## src/rtl/lsu_mem_ctrl.sv

```systemverilog
// Load/store controller in front of a single-port data SRAM.
// Turns byte-addressed RISC-V loads/stores into one or two word-addressed SRAM cycles.
module lsu_mem_ctrl #(
    parameter int AWIDTH = 12
) (
    input  logic              CLK,
    input  logic              RSTN,
    input  logic              REQ,
    input  logic              WE,
    input  logic [2:0]        FUNCT3,
    input  logic [31:0]       ADDR,
    input  logic [31:0]       WDATA,
    output logic              READY,
    output logic              DONE,
    output logic              ERR,
    output logic [31:0]       RDATA,
    output logic              MEM_CSN,
    output logic              MEM_WEN,
    output logic [AWIDTH-1:0] MEM_ADDR,
    output logic [3:0]        MEM_BE,
    output logic [31:0]       MEM_DI,
    input  logic [31:0]       MEM_DOUT
);

    typedef enum logic [1:0] {S_IDLE, S_ACC0, S_ACC1, S_RESP} state_t;

    state_t      r_state;
    logic        r_we;
    logic [2:0]  r_f3;
    logic [1:0]  r_off;
    logic [3:0]  r_be_hi;
    logic [31:0] r_di_hi;
    logic [31:0] r_w0;

    logic [3:0]  w_size;
    logic [7:0]  w_m;
    logic [63:0] w_sh;
    logic        w_legal;
    logic        w_split;
    logic [31:0] w_hi;
    logic [31:0] w_lo;
    logic [31:0] w_ld;
    logic        w_unused;

    function automatic logic legal_op(input logic we, input logic [2:0] f3);
        case (f3)
            3'b000, 3'b001, 3'b010: legal_op = 1'b1;
            3'b100, 3'b101:         legal_op = !we;
            default:                legal_op = 1'b0;
        endcase
    endfunction

    // f3[2] selects zero extension for LBU/LHU
    function automatic logic [31:0] extend_load(input logic [2:0] f3, input logic [31:0] v);
        case (f3[1:0])
            2'b00:   extend_load = {{24{v[7] & ~f3[2]}}, v[7:0]};
            2'b01:   extend_load = {{16{v[15] & ~f3[2]}}, v[15:0]};
            default: extend_load = v;
        endcase
    endfunction

    always_comb begin
        w_size = 4'hF;
        case (FUNCT3[1:0])
            2'b00:   w_size = 4'h1;
            2'b01:   w_size = 4'h3;
            default: w_size = 4'hF;
        endcase
    end

    assign w_m      = {4'b0000, w_size} << ADDR[1:0];
    assign w_sh     = {32'b0, WDATA} << {ADDR[1:0], 3'b000};
    assign w_legal  = legal_op(WE, FUNCT3);
    assign w_split  = (r_be_hi != 4'b0000);
    assign w_unused = ^ADDR[31:AWIDTH+2];

    // Single-cycle loads see {0, DOUT}; split loads see {DOUT(word+1), W0}
    assign w_hi = (r_state == S_ACC1) ? MEM_DOUT : 32'b0;
    assign w_lo = (r_state == S_ACC1) ? r_w0 : MEM_DOUT;
    assign w_ld = extend_load(r_f3, 32'({w_hi, w_lo} >> {r_off, 3'b000}));

    always_ff @(posedge CLK) begin
        if (r_state == S_IDLE) begin
            r_we    <= WE;
            r_f3    <= FUNCT3;
            r_off   <= ADDR[1:0];
            r_be_hi <= WE ? w_m[7:4] : 4'b0000;
            r_di_hi <= w_sh[63:32];
        end
        if (r_state == S_ACC0) begin
            r_w0 <= MEM_DOUT;
        end
    end

    always_ff @(posedge CLK) begin
        if (!RSTN) begin
            r_state  <= S_IDLE;
            READY    <= 1'b1;
            DONE     <= 1'b0;
            ERR      <= 1'b0;
            RDATA    <= 32'b0;
            MEM_CSN  <= 1'b1;
            MEM_WEN  <= 1'b1;
            MEM_ADDR <= '0;
            MEM_BE   <= 4'b0000;
            MEM_DI   <= 32'b0;
        end else begin
            case (r_state)
                S_IDLE: begin
                    if (REQ) begin
                        READY <= 1'b0;
                        if (!w_legal) begin
                            r_state <= S_RESP;
                            DONE    <= 1'b1;
                            ERR     <= 1'b1;
                        end else begin
                            r_state  <= S_ACC0;
                            MEM_CSN  <= 1'b0;
                            MEM_WEN  <= ~WE;
                            MEM_ADDR <= ADDR[AWIDTH+1:2];
                            MEM_BE   <= WE ? w_m[3:0] : 4'b0000;
                            MEM_DI   <= WE ? w_sh[31:0] : 32'b0;
                        end
                    end
                end
                S_ACC0, S_ACC1: begin
                    // Split loads keep r_be_hi zero, so split is decided by the lane mask
                    if (r_state == S_ACC0 && (w_split || (!r_we && ({4'b0000, 4'b0001} << r_off) != 8'h00 &&
                                                          (r_f3[1:0] == 2'b10 ? r_off != 2'b00 :
                                                           r_f3[1:0] == 2'b01 ? r_off == 2'b11 : 1'b0)))) begin
                        r_state  <= S_ACC1;
                        MEM_ADDR <= MEM_ADDR + AWIDTH'(1);
                        MEM_BE   <= r_be_hi;
                        MEM_DI   <= r_we ? r_di_hi : 32'b0;
                    end else begin
                        r_state <= S_RESP;
                        DONE    <= 1'b1;
                        MEM_CSN <= 1'b1;
                        MEM_WEN <= 1'b1;
                        MEM_BE  <= 4'b0000;
                        MEM_DI  <= 32'b0;
                        if (!r_we) begin
                            RDATA <= w_ld;
                        end
                    end
                end
                S_RESP: begin
                    r_state <= S_IDLE;
                    DONE    <= 1'b0;
                    ERR     <= 1'b0;
                    READY   <= 1'b1;
                end
                default: r_state <= S_IDLE;
            endcase
        end
    end

endmodule

```

## config.mk

```make
export PLATFORM = sky130hd
export DESIGN_NAME = lsu_mem_ctrl
export DESIGN_NICKNAME = d
export VERILOG_FILES = /design/src/rtl/lsu_mem_ctrl.sv
export SDC_FILE = /design/constraint.sdc
export NUM_CORES = 1
export LEC_CHECK = 0
export CAP_MARGIN = 20
export CORE_MARGIN = 2
export CORE_UTILIZATION = 51
export CTS_CLUSTER_SIZE = 40
export DETAILED_ROUTE_END_ITERATION = 16
export PLACE_DENSITY = 0.81
export REMOVE_ABC_BUFFERS = 1
export SYNTH_ARGS = -nofsm -noshare
export SYNTH_HDL_FRONTEND = slang
export SYNTH_SLANG_ARGS = --single-unit
```

## constraint.sdc

```tcl
create_clock -name CLK -period 3.4 [get_ports CLK]
set_input_delay 0.51 -clock CLK [delete_from_list [all_inputs] [get_ports CLK]]
set_output_delay 0.51 -clock CLK [all_outputs]
set_load 0.01 [all_outputs]
```

# After elaboration in Yosys (flattened, before gate mapping)
# Index checks and enable logic that the tools add are counted.
[word_totals] reg_bits=161 latchBits=0 ramBits=0 mem_bits_ro=0 in_bits=103 out_inout_bits=85 wordCells=107 mem_count=0
[op_classes] addsub=1 mul=0 n_div=0 magnitude_cmp=0 eq_ne=16 shifts=4 mux=39 bitwise=6 n_reduce_logical=25
[op_table] op="two-way mux 32 bit" n=7
[op_table] op="case mux 32 bit (2 select lines)" n=2
[op_table] op="<< shifter 32 x 5 -> 64 bit" n=1
[op_table] op="right shift 64 x 5 -> 32 bit" n=1
[op_table] op="two-way mux 12 bit" n=3
[op_table] op="case mux 12 bit (2 select lines)" n=1
[op_table] op="two-way mux 4 bit" n=4
[op_table] op="case mux 4 bit (2 select lines)" n=2
[op_table] op="adder 12 x 1 -> 12 bit (second input constant)" n=1
[op_table] op="AND reduction 3 bit" n=4
[op_table] op="two-way mux 1 bit" n=11
[op_table] op="inequality test 2 bit (second input constant)" n=5
[op_table] op="case mux 1 bit (2 select lines)" n=5
[op_table] op="== test 2 bit (second input constant)" n=4
[op_table] op="AND reduction 4 bit" n=2
[op_table] op="nonzero test 8 bit" n=1
[op_table] op="<< shifter 1 x 2 -> 8 bit (first input constant)" n=1
[op_table] op="<< shifter 4 x 2 -> 8 bit" n=1
[op_table] op="== test 2 x 1 -> 1 bit (second input constant)" n=3
[op_table] op="== test 3 bit (second input constant)" n=2
[op_table] op="logical NOT 2 bit" n=3
[op_table] op="case mux 2 bit (3 select lines)" n=1
[op_table] op="nonzero test 2 bit" n=3
[op_table] op="two-way mux 2 bit" n=2
[op_table] op="other kinds (13)" n=21

# Longest topological paths before layout
# Gate-level depths: netlist (run 1).
[depth] word_depth=8 ltp_mapped=10 ltp_nobuf=7

# Least setup slack after synthesis (run 1)
# Ideal clock, no wire load.
[synth_path] path_type="flip-flop to flip-flop" from="register r_state[0]" to="register MEM_ADDR[6]" setup_ns=0.115 arrival_ns=2.717 required_ns=3.285 slack_ns=0.569 path_stages_with_launch=9 period_less_slack_ns=2.831 path_cell_list="dfxtp_1 -> inv_1 -> ha_1 -> inv_1 -> a221o_1 -> buf_4 -> o311ai_4 -> mux2_1 -> o21a_1"
[synth_between] elab_chain_cells=4 elab_cells_between_ends=11 classes_between="5 x eq/ne; 1 x mux; 5 x reduce/logical"
[synth_rtl] element="start, declared" line="27" source="state_t r_state;"
[synth_rtl] element="start signal, assigned" line="97" source="r_state <= S_IDLE;"
[synth_rtl] element="start signal, assigned" line="113" source="r_state <= S_RESP;"
[synth_rtl] element="start signal, assigned" line="117" source="r_state <= S_ACC0;"
[synth_rtl] element="== test 2 bit / == test 2 x 1 -> 1 bit (equally long branches)" line="108, 128"
[synth_rtl] element="OR reduction 2 bit / logical AND 1 bit (equally long branches)" line="108, 128"
[synth_rtl] element="inequality test 2 bit (no line) / nonzero test 2 bit (equally long branches)"
[synth_rtl] element="AND reduction 4 bit (no line)"
[synth_rtl] element="end signal, assigned" line="120" source="MEM_ADDR <= ADDR[AWIDTH+1:2];"
[synth_rtl] element="end signal, assigned" line="132" source="MEM_ADDR <= MEM_ADDR + AWIDTH'(1);"
[synth_rtl] element="end, declared" line="19" source="output logic [AWIDTH-1:0] MEM_ADDR,"
# Several ways; a longest one is shown, not always the timed one.
# A chain may end at the register's enable or synchronous reset.

# Final worst setup path (run 1)
[layout_path] from="register r_state[0]" to="register RDATA[2]"
[layout_between] elab_chain_cells=4 elab_cells_between_ends=10 classes_between="2 x eq/ne; 1 x shift; 3 x mux; 1 x bitwise; 3 x reduce/logical"
[layout_rtl] element="== test 2 bit / == test 2 x 1 -> 1 bit (equally long branches)"
[layout_rtl] element="two-way mux 32 bit (tied with other cells)" line="79" source="assign w_lo = (r_state == S_ACC1) ? r_w0 : MEM_DOUT;"
[layout_rtl] element="right shift 64 x 5 -> 32 bit / inverter 1 bit (equally long branches)"
[layout_rtl] element="case mux 32 bit (2 select lines) / AND reduction 3 bit (equally long branches)"
[layout_rtl] element="end signal, assigned" line="143" source="RDATA <= w_ld;"
[layout_rtl] element="end, declared" line="16" source="output logic [31:0] RDATA,"
# Several ways; a longest one is shown, not always the timed one.

==> results_dict.tcl, run 1 <==
set metrics [dict create \
    p_clk_share_pct 23.3 \
    post-dp-hpwl_mm 14.06 \
    reg2reg_from "r_state[0]" \
    syn_inst 754 \
    cts_sinks 152 \
    power_frac_comb_pct 41.1 \
    synth_most_common_cell "dfxtp_1" \
    crit_path_frequent_cell "inv_1" \
    ir_drop_uv 376.0 \
    drtIter0Drc 698 \
    grt_pass1_wl_mm 34.23 \
    postCtsHoldBufs 0 \
    crit_path_start_kind "flip-flop" \
    grt_max_degree 64 \
    critical_path.max_stage_delay_ps 590 \
    cts_buffer_depth 2 \
    synthTopCellsByCount "dfxtp_1 (87), edfxtp_1 (65), nand2_1 (58)" \
    synth_seq_cells 152 \
    drc_errors 0 \
    nets 1002 \
    synth_area_leader_cell "edfxtp_1" \
    fp.dieW_um 128.7 \
    yosysWarningCount 0 \
    die_area_um2 16580 \
    rsz0062_at_grt "no" \
    num_io_pins 188 \
    htree_levels 4 \
    synth_top_area_share_pct 24.59 \
    seq_area_frac_synth_pct 46.54 \
    dr.pass1.iters 5 \
    die_h_um 128.7 \
    tns_ps 0 \
    diodes 0 \
    cts_tree "yes" \
    critPathLaunch "r_state[0]" \
    p_switching_mw 2.938 \
    cp_top_family "buffers and inverters" \
    min_path_type "reg -> reg" \
    crit_fanout 63 \
    coreArea_um2 15200 \
    end_kind "flip-flop" \
    vias 6827 \
    criticalPathCategory "reg -> reg" \
    path_clk_slew_ps 60 \
    syn-mean-instance-area_um2 10.53 \
    report.final.slew_viol_count 0 \
    hp-start "MEM_BE[3]" \
    cp.arrival_ps 3120 \
    tightest_slew_ps 848.8 \
    finalHoldViolations 0 \
    rows 45 \
    synth_edf_count 65 \
    postRouteWirelength_mm 21.36 \
    worstPathCellList "inv_1 > ha_1 > inv_1 > a211oi_4 > buf_4 > nor2_1 > a311oi_1" \
    grt_pass1_vias 6598 \
    power_leakage_nw 3.708 \
    cts_resized 0 \
    setup_viol 0 \
    final_cell_area_um2 10340 \
    grt_use_total_pct 26.28 \
    clock_latency_ps 430 \
    max_slew_margin_pct 43.30 \
    fin_crit_sh_pct 82.71 \
    nFillCells 1172 \
    cts_made_buffers 17 \
    dpl_cell_area_um2 9732 \
    antenna_found_initial 0 \
    p_per_area_nw_per_um2 791.3 \
    critPathBufInv 3 \
    synth.distinct_cells 67 \
    io_buffers 169 \
    fin_crit_ps 2812 \
    swShare_pct 35.90 \
    skew_ps 12.91 \
    syn_area_um2 7936 \
    synth-async-reset-ratio_pct 0 \
    max_freq_mhz 355.6 \
    maxCapViolCount 0 \
    cp_slowest_cell "ha_1" \
    place_congestion 0.8464 \
    synthToLayoutAreaGrowth_pct 30.30 \
    cts_setup_buffers 0 \
    p_int_mw 5.245 \
    final_layout_size_suffix_gt1_share_pct 14.92 \
    r2r_slack_ps 590 \
    wl_per_cell_um 19.54 \
    initial_core_util_pct 52.21 \
    gr-total-overflow 0 \
    critPathRequiredTime_ps 3710 \
    ant_nets 0 \
    synth.area.top_cells "edfxtp_1 (25%), dfxtp_1 (22%), mux2_2 (6.8%), mux4_2 (4.5%), mux2i_1 (4.0%)" \
    vias_per_cell 6.246 \
    synth_ff_type "dfxtp_1" \
    p_seq_share_pct 35.6 \
    clock-root-buffer "clkbuf_16" \
    status "complete, no violations" \
]
metrics by stage:
stage | hold WS (ps) | util [%] | worst slack [ps] | power [mW] | instances
3_5_place_dp | 443.8 | 64.02 | 545.7 | 6.285 | 1062
2_1_floorplan | 476.2 | - | -325.6 | 4.816 | 685
6_report | 452.4 | 68.02 | 588.0 | 8.183 | 1093
4_1_cts | 458.9 | 68.02 | 632.5 | 8.200 | 1093
3_3_place_gp | 438.9 | 64.02 | 575.1 | 6.215 | 1062
5_1_grt | 477.7 | 68.02 | 331.9 | 8.635 | 1093
final timing paths:
check | end | cells after the start
setup / recovery | RDATA[2] | 7
hold / removal | MEM_BE[3] | 2
setup reg to reg | RDATA[2] | 7
hold reg to reg | MEM_BE[3] | 2
tightest hold or removal path: stages (launching register included):
cell,delay [ps]
dfxtp_1,310
nand2_1,50
a21oi_1,50
state kept, by name (all words and copies together), names as in the netlist, 2 cells and up:
register	cells
MEM_ADDR	12
MEM_BE	4
MEM_DI	32
RDATA	32
r_be_hi	3
r_di_hi	24
r_f3	3
r_off	2
r_state	2
r_w0	32
cell families after synthesis:
kind of cell / synth area share (%)
AOI/OAI and AO/OA: 19.97
adders and majority gates: 0.9459
buffers and inverters: 4.304
muxes: 15.53
and+or+nand+nor: 12.71
DFF: 46.54
placed cells by master (no fill, tap or decap), types with 4 or more instances in the layout:
cell and count:
edfxtp_1 65, mux4_2 16, a31oi_1 29, buf_4 19, a22o_1 17, o21ai_0 42
nand2_1 58, nor3_1 31, clkbuf_16 21, and3_1 15, mux2_2 48, a311oi_1 11
dfxtp_1 87, a22oi_1 17, clkdlybuf4s50_1 168, o211ai_1 11, mux2i_1 32, o21ai_1 4
nand4_1 5, o2111ai_1 9, a221oi_1 27, nand3_1 6, nor2_1 51, nor2b_1 15
a21oi_1 19, inv_1 7
per-layer routing:
| layer | wire length (µm) | up-vias | GRT usage [%] |
|---|---|---|---|
| met5 | 0 | - | 0 |
| met4 | 331 | 0 | 9.719 |
| li1 | - | 3207 | - |
| met2 | 10160 | 288 | 42.30 |
| met3 | 1863 | 24 | 6.486 |
| met1 | 9007 | 3308 | 34.61 |
power groups by stage:
stage	Sequential [mW]	Clock (mW)	Combinational (mW)
2_1_floorplan	3.07	0	1.75
3_3_place_gp	2.92	0	3.30
3_5_place_dp	2.94	0	3.35
4_1_cts	2.91	1.92	3.37
5_1_grt	2.98	2.00	3.65
6_report	2.91	1.91	3.36
cell type report:
| class | count | area (µm²) | share of cell area, % |
|---|---|---|---|
| Clock inverter | 7 | 52.55 | 0.5082 |
| Clock buffer | 24 | 556.8 | 5.384 |
| Tap cell | 188 | 235.2 | 2.275 |
| Timing Repair Buffer | 189 | 1849 | 17.88 |
| Sequential cell | 152 | 3694 | 35.72 |
| Inverter | 9 | 33.78 | 0.3267 |
| Multi-Input combinational cell | 524 | 3920 | 37.91 |
No activity file was read; power rests on OpenSTA's default activity.
==> inputs of run 2 (changes only) <==
--- a/config.mk
+++ b/config.mk
@@ -7,10 +7,10 @@
 export LEC_CHECK = 0
 export CAP_MARGIN = 20
 export CORE_MARGIN = 2
-export CORE_UTILIZATION = 51
+export CORE_UTILIZATION = 46
 export CTS_CLUSTER_SIZE = 40
 export DETAILED_ROUTE_END_ITERATION = 16
-export PLACE_DENSITY = 0.81
+export PLACE_DENSITY = 0.77
 export REMOVE_ABC_BUFFERS = 1
 export SYNTH_ARGS = -nofsm -noshare
 export SYNTH_HDL_FRONTEND = slang
==> constraint.sdc (replaced) <==
create_clock -name CLK -period 2.5 [get_ports CLK]
set_input_delay 0.375 -clock CLK [delete_from_list [all_inputs] [get_ports CLK]]
set_output_delay 0.375 -clock CLK [all_outputs]
set_load 0.01 [all_outputs]
==> run 2 against run 1 <==
Compared with the run above: via count grew 2.9%; setup slack lost 470 ps; critical path type unchanged; maximum frequency grew 18%; critical endpoint is now RDATA[15]; count of clock-buffer cells in the layout shrank 6; largest cell class unchanged; combinational power grew 44%; sequential power grew 35%; die area grew 11%.
==> results_dict.tcl, run 2 (same netlist as run 1, synthesis figures left out) <==
set metrics [dict create \
    status "complete, no violations" \
    critPathBufInv 2 \
    post-dp-hpwl_mm 14.91 \
    power_frac_comb_pct 41.9 \
    drc_errors 0 \
    critPathRequiredTime_ps 2830 \
    swShare_pct 35.46 \
    tns_ps 0 \
    fp.dieW_um 135.4 \
    cts_made_buffers 17 \
    clock-root-buffer "clkbuf_16" \
    cp_top_family "multiplexers" \
    critical_path.max_stage_delay_ps 520 \
    htree_levels 4 \
    place_congestion 0.8542 \
    nFillCells 1374 \
    vias 7024 \
    final_cells 1151 \
    diodes 0 \
    initial_core_util_pct 46.53 \
    grt_pass1_vias 6712 \
    postCtsHoldBufs 0 \
    rows 48 \
    crit_fanout 10 \
    grt_pass1_wl_mm 35.03 \
    p_clk_share_pct 23.9 \
    gr-total-overflow 0 \
    finalHoldViolations 0 \
    path_clk_slew_ps 60 \
    ant_nets 0 \
    mostFrequentLayoutCell "clkdlybuf4s50_1" \
    worst-r2r-cell-count 6 \
    antenna_found_initial 0 \
    coreArea_um2 17060 \
    setup_viol 0 \
    p_seq_share_pct 34.2 \
    hp-start "MEM_BE[3]" \
    p_int_mw 7.434 \
    cts_setup_buffers 0 \
    report.final.slew_viol_count 0 \
    reg2reg_to "RDATA[15]" \
    crit_path_start_kind "flip-flop" \
    min_path_type "reg -> reg" \
    cp_slowest_cell "edfxtp_1" \
    vias_per_cell 6.103 \
    skew_ps 6.943 \
    fin_crit_sh_pct 95.28 \
    reg_top3 "MEM_DI x32, RDATA x32, r_w0 x32" \
    min_path_cells 2 \
    worstPathCellList "buf_4 > mux2i_1 > mux4_2 > nor4_2 > inv_1 > a31oi_1" \
    ir_drop_uv 582.7 \
    end_kind "flip-flop" \
    max_slew_margin_pct 45.28 \
    final_cell_mix "clkdlybuf4s50_1 (168), dfxtp_1 (87), edfxtp_1 (65), nand2_1 (58), nor2_1 (51)" \
    cp.arrival_ps 2710 \
    wl_per_cell_um 19.33 \
    die_area_um2 18320 \
    max_freq_mhz 419.8 \
    io_buffers 169 \
    worst_hold_path.endpoint "MEM_BE[3]" \
    p_per_area_nw_per_um2 1084 \
    grt_use_total_pct 24.43 \
    maxCapViolCount 0 \
    reg2reg_from "r_off[0]" \
    dr.pass1.iters 5 \
    final_layout_size_suffix_gt1_share_pct 17.06 \
    dpl.cell_count 1119 \
    num_io_pins 188 \
    clock_latency_ps 420 \
    criticalPathCategory "reg -> reg" \
    power_mw 11.52 \
    drtIter0Drc 472 \
    tightest_slew_ps 819.1 \
    final_util_pct 62.28 \
    cts_buffer_depth 2 \
    cts_sinks 152 \
    p_switching_mw 4.085 \
    cts_tree "yes" \
    nets 1022 \
    power_leakage_nw 3.828 \
    rsz0062_at_grt "no" \
    postRouteWirelength_mm 22.25 \
    die_h_um 135.4 \
    fin_crit_ps 2382 \
    r2r_slack_ps 120 \
    grt_max_degree 44 \
    synthToLayoutAreaGrowth_pct 33.85 \
]
## run 2: power by group through the flow
stage          registers, mW  clock network (mW)  logic [mW]
6_report                3.94                2.75        4.83
5_1_grt                 4.01                2.90        5.24
4_1_cts                 3.93                2.80        4.83
3_5_place_dp            3.97                   0        4.79
3_3_place_gp            3.94                   0        4.72
2_1_floorplan           4.17                   0        2.37
## run 2: layout make-up
cell class	instances	area, µm²	share of cell area (%)
clock buffers	18	439.2	4.134
clock inverters	14	196.4	1.849
inverters	9	33.78	0.3180
multi-input cells	524	3929	36.98
flip-flops and latches	152	3694	34.77
well taps	225	281.5	2.650
repair buffers	209	2049	19.29
## run 2: routing by layer
metal	share of wire, %	routed length (µm)	vias to the layer above	GRT usage [%]
li1	-	-	3246	-
met1	42	9421	3431	31.74
met2	47	10440	322	39.62
met3	9.4	2097	25	7.931
met4	1.3	292	0	6.308
met5	0	0	-	0
## run 2: worst min-delay path, cell delays in order (launching register included)
cell and delay, ps:
dfxtp_1 310, nand2_1 50, a21oi_1 50
## run 2: what timing repair did
item	4_1_cts	5_1_grt
endpoints found under the setup margin	0	14
resized for setup	0	1
hold endpoints to repair	0	0
## run 2: worst max-delay path by stage
| stage | end | slack (ps) | from | cells past startpoint |
|---|---|---|---|---|
| floorplan | MEM_ADDR[0] | -1230 | r_state[0] | 7 |
| global placement | RDATA[16] | 80 | MEM_DOUT[7] | 6 |
| finish | RDATA[15] | 120 | r_off[0] | 6 |
| global route | RDATA[15] | 20 | r_off[0] | 6 |
| detailed placement | RDATA[21] | 2 | MEM_DOUT[7] | 6 |
| CTS | RDATA[26] | 110 | r_off[0] | 6 |
## run 2: through the flow
step | hold WS, ps | setup WS (ps) | area [µm²]
finish | 450.0 | 118.1 | 10620
global route | 461.7 | 22.35 | 10620
CTS | 424.7 | 112.6 | 10620
detailed placement | 444.1 | 2.233 | 9980
global placement | 439.8 | 75.21 | 9980
floorplan | 451.2 | -1226 | 7629
==> inputs of run 3 (changes only) <==
--- a/config.mk
+++ b/config.mk
@@ -7,10 +7,10 @@
 export LEC_CHECK = 0
 export CAP_MARGIN = 20
 export CORE_MARGIN = 2
-export CORE_UTILIZATION = 46
+export CORE_UTILIZATION = 51
 export CTS_CLUSTER_SIZE = 40
 export DETAILED_ROUTE_END_ITERATION = 16
-export PLACE_DENSITY = 0.77
+export PLACE_DENSITY = 0.81
 export REMOVE_ABC_BUFFERS = 1
 export SYNTH_ARGS = -nofsm -noshare
 export SYNTH_HDL_FRONTEND = slang
==> constraint.sdc (replaced) <==
create_clock -name CLK -period 2.7 [get_ports CLK]
set_input_delay 0.405 -clock CLK [delete_from_list [all_inputs] [get_ports CLK]]
set_output_delay 0.405 -clock CLK [all_outputs]
set_load 0.01 [all_outputs]
==> run 3 against run 2 <==
Compared with the run above: design area shrank 1.6%; clock power decreased by 15%; core utilization grew 6.4 points; combinational power shrank 8.7%; via count down 1.6%; total power shrank 9.9%; non-clock buffer count down 5; final cell count fell by 3.6%; first-iteration DRC count decreased by 0.64%; setup slack gained 120 ps; critical path depth is the same; sequential cell count did not move.
==> results_dict.tcl, run 3 (same netlist as run 1, synthesis figures left out) <==
set metrics [dict create \
    status "complete, no violations" \
    p_switching_mw 3.767 \
    report.final.slew_viol_count 0 \
    crit_path_start_kind "flip-flop" \
    htree_levels 4 \
    critPathLaunch "r_off[0]" \
    final_util_pct 68.72 \
    power_leakage_nw 3.753 \
    hp-start "MEM_BE[3]" \
    critPathRequiredTime_ps 3040 \
    path_clk_slew_ps 70 \
    met3_usage_pct 6.486 \
    grt_use_total_pct 26.29 \
    cp_slowest_cell "edfxtp_1" \
    clock_latency_ps 420 \
    dpl.cell_count 1077 \
    post-dp-hpwl_mm 14.57 \
    r2r_slack_ps 240 \
    p_int_mw 6.612 \
    tightest_slew_ps 827.3 \
    final_cell_mix "clkdlybuf4s50_1 (168), dfxtp_1 (87), edfxtp_1 (65), nand2_1 (58), nor2_1 (51)" \
    multi_input_area_um2 3920 \
    criticalPathCategory "reg -> reg" \
    rsz0062_at_grt "no" \
    die_area_um2 16580 \
    ir_drop_uv 539.4 \
    power_mw 10.38 \
    nets 1017 \
    min_path_cells 2 \
    rows 45 \
    grt_use_met1_pct 33.23 \
    max_freq_mhz 407.0 \
    critical_path.max_stage_delay_ps 540 \
    setup_ws_ps 242.8 \
    grt_max_degree 64 \
    antenna_found_initial 0 \
    reg2reg_to "RDATA[16]" \
    min_path_type "reg -> reg" \
    max_slew_margin_pct 44.85 \
    nFillCells 1194 \
    end_kind "flip-flop" \
    final_cells 1109 \
    die_h_um 128.7 \
    worst-r2r-cell-count 6 \
    grt_pass1_wl_mm 34.09 \
    finalHoldWorstSlack_ps 450.4 \
    postCtsHoldBufs 0 \
    cts_buffer_depth 2 \
    final_layout_size_suffix_gt1_share_pct 16.29 \
    cts_tree "yes" \
    place_congestion 0.8698 \
    layout.area.seq_um2 3694 \
    cts_sinks 152 \
    power_frac_comb_pct 42.5 \
    fin_crit_ps 2457 \
    clock-root-buffer "clkbuf_16" \
    io_buffers 169 \
    skew_ps 7.927 \
    worst_hold_path.endpoint "MEM_BE[3]" \
    num_io_pins 188 \
    pre_cts_ws_ps 138.6 \
    mostFrequentLayoutCell "clkdlybuf4s50_1" \
    initial_core_util_pct 52.21 \
    cp.arrival_ps 2800 \
    fp.dieW_um 128.7 \
    ant_nets 0 \
    grt_pass1_vias 6604 \
    crit_fanout 27 \
    finalHoldViolations 0 \
    wl_per_cell_um 19.68 \
    postRouteWirelength_mm 21.83 \
    synthToLayoutAreaGrowth_pct 31.64 \
    cts_made_buffers 17 \
    maxCapViolCount 0 \
    cts_resized 0 \
    p_per_area_nw_per_um2 993.4 \
    p_clk_share_pct 22.5 \
    global_route.usage.met2_pct 42.83 \
    setup_viol 0 \
    coreArea_um2 15200 \
    drtIter0Drc 469 \
    busiest_layer "met2" \
    reg_top3 "MEM_DI x32, RDATA x32, r_w0 x32" \
    dr.pass1.iters 6 \
    reg2reg_from "r_off[0]" \
    p_seq_share_pct 35.0 \
    gr-total-overflow 0 \
    vias_per_cell 6.234 \
    drc_errors 0 \
    swShare_pct 36.29 \
    vias 6913 \
    diodes 0 \
    cts_setup_buffers 0 \
    fin_crit_sh_pct 91.01 \
    worstPathCellList "buf_12 > nor2_2 > a22oi_1 > a221oi_1 > a21oi_2 > a31oi_1" \
]
==> run 3: cell types whose count changed in the layout (fill, tap and decap cells not counted), moves of 2 or more <==
| cell | delta |
|---|---|
| buf_4 | -3 |
| bufinv_16 | -2 |
| buf_12 | -2 |
| clkinv_4 | -2 |
| clkinvlp_4 | +3 |
==> run 3: per-stage QoR <==
step / setup TNS, ps / area, µm²
floorplan: -48960 / 7629
global placement: 0 / 9869
detailed placement: 0 / 9869
CTS: 0 / 10450
global route: 0 / 10450
finish: 0 / 10450
==> run 3: layout make-up <==
class / instances / area share, %
clock buffer: 18 / 4.108
clock inverter: 14 / 1.425
timing repair buffer: 204 / 19.02
inverter: 9 / 0.3234
sequential: 152 / 35.35
multi-input combinational: 524 / 37.52
tap: 188 / 2.252
==> run 3: worst max-delay path by stage <==
stage / end / slack [ps] / depth (start not counted)
after detailed placement: RDATA[16] / 140 / 6
after global placement: RDATA[17] / 210 / 6
after floorplan: MEM_ADDR[0] / -1030 / 7
after global routing: RDATA[16] / 20 / 6
final: RDATA[16] / 240 / 6
after CTS: RDATA[16] / 260 / 6
==> run 3: per-layer routing <==
layer / vias to the layer above / wire [µm]
met5: - / 0
met4: 0 / 544
met3: 43 / 1969
met2: 341 / 10380
met1: 3294 / 8938
li1: 3235 / -
==> run 3: critical path, delay by kind of cell (launching register included) <==
family | cells | cell delay [ps]
AOI/OAI and AO/OA | 4 | 1170
and+or+nand+nor | 1 | 410
buffers and inverters | 1 | 240
DFF | 1 | 540
==> run 3: power by group through the flow <==
stage / registers [mW] / logic, mW / clock network [mW]
2_1_floorplan: 3.87 / 2.20 / 0
3_3_place_gp: 3.63 / 4.29 / 0
3_5_place_dp: 3.66 / 4.37 / 0
4_1_cts: 3.62 / 4.40 / 2.36
5_1_grt: 3.71 / 4.77 / 2.45
6_report: 3.63 / 4.41 / 2.34
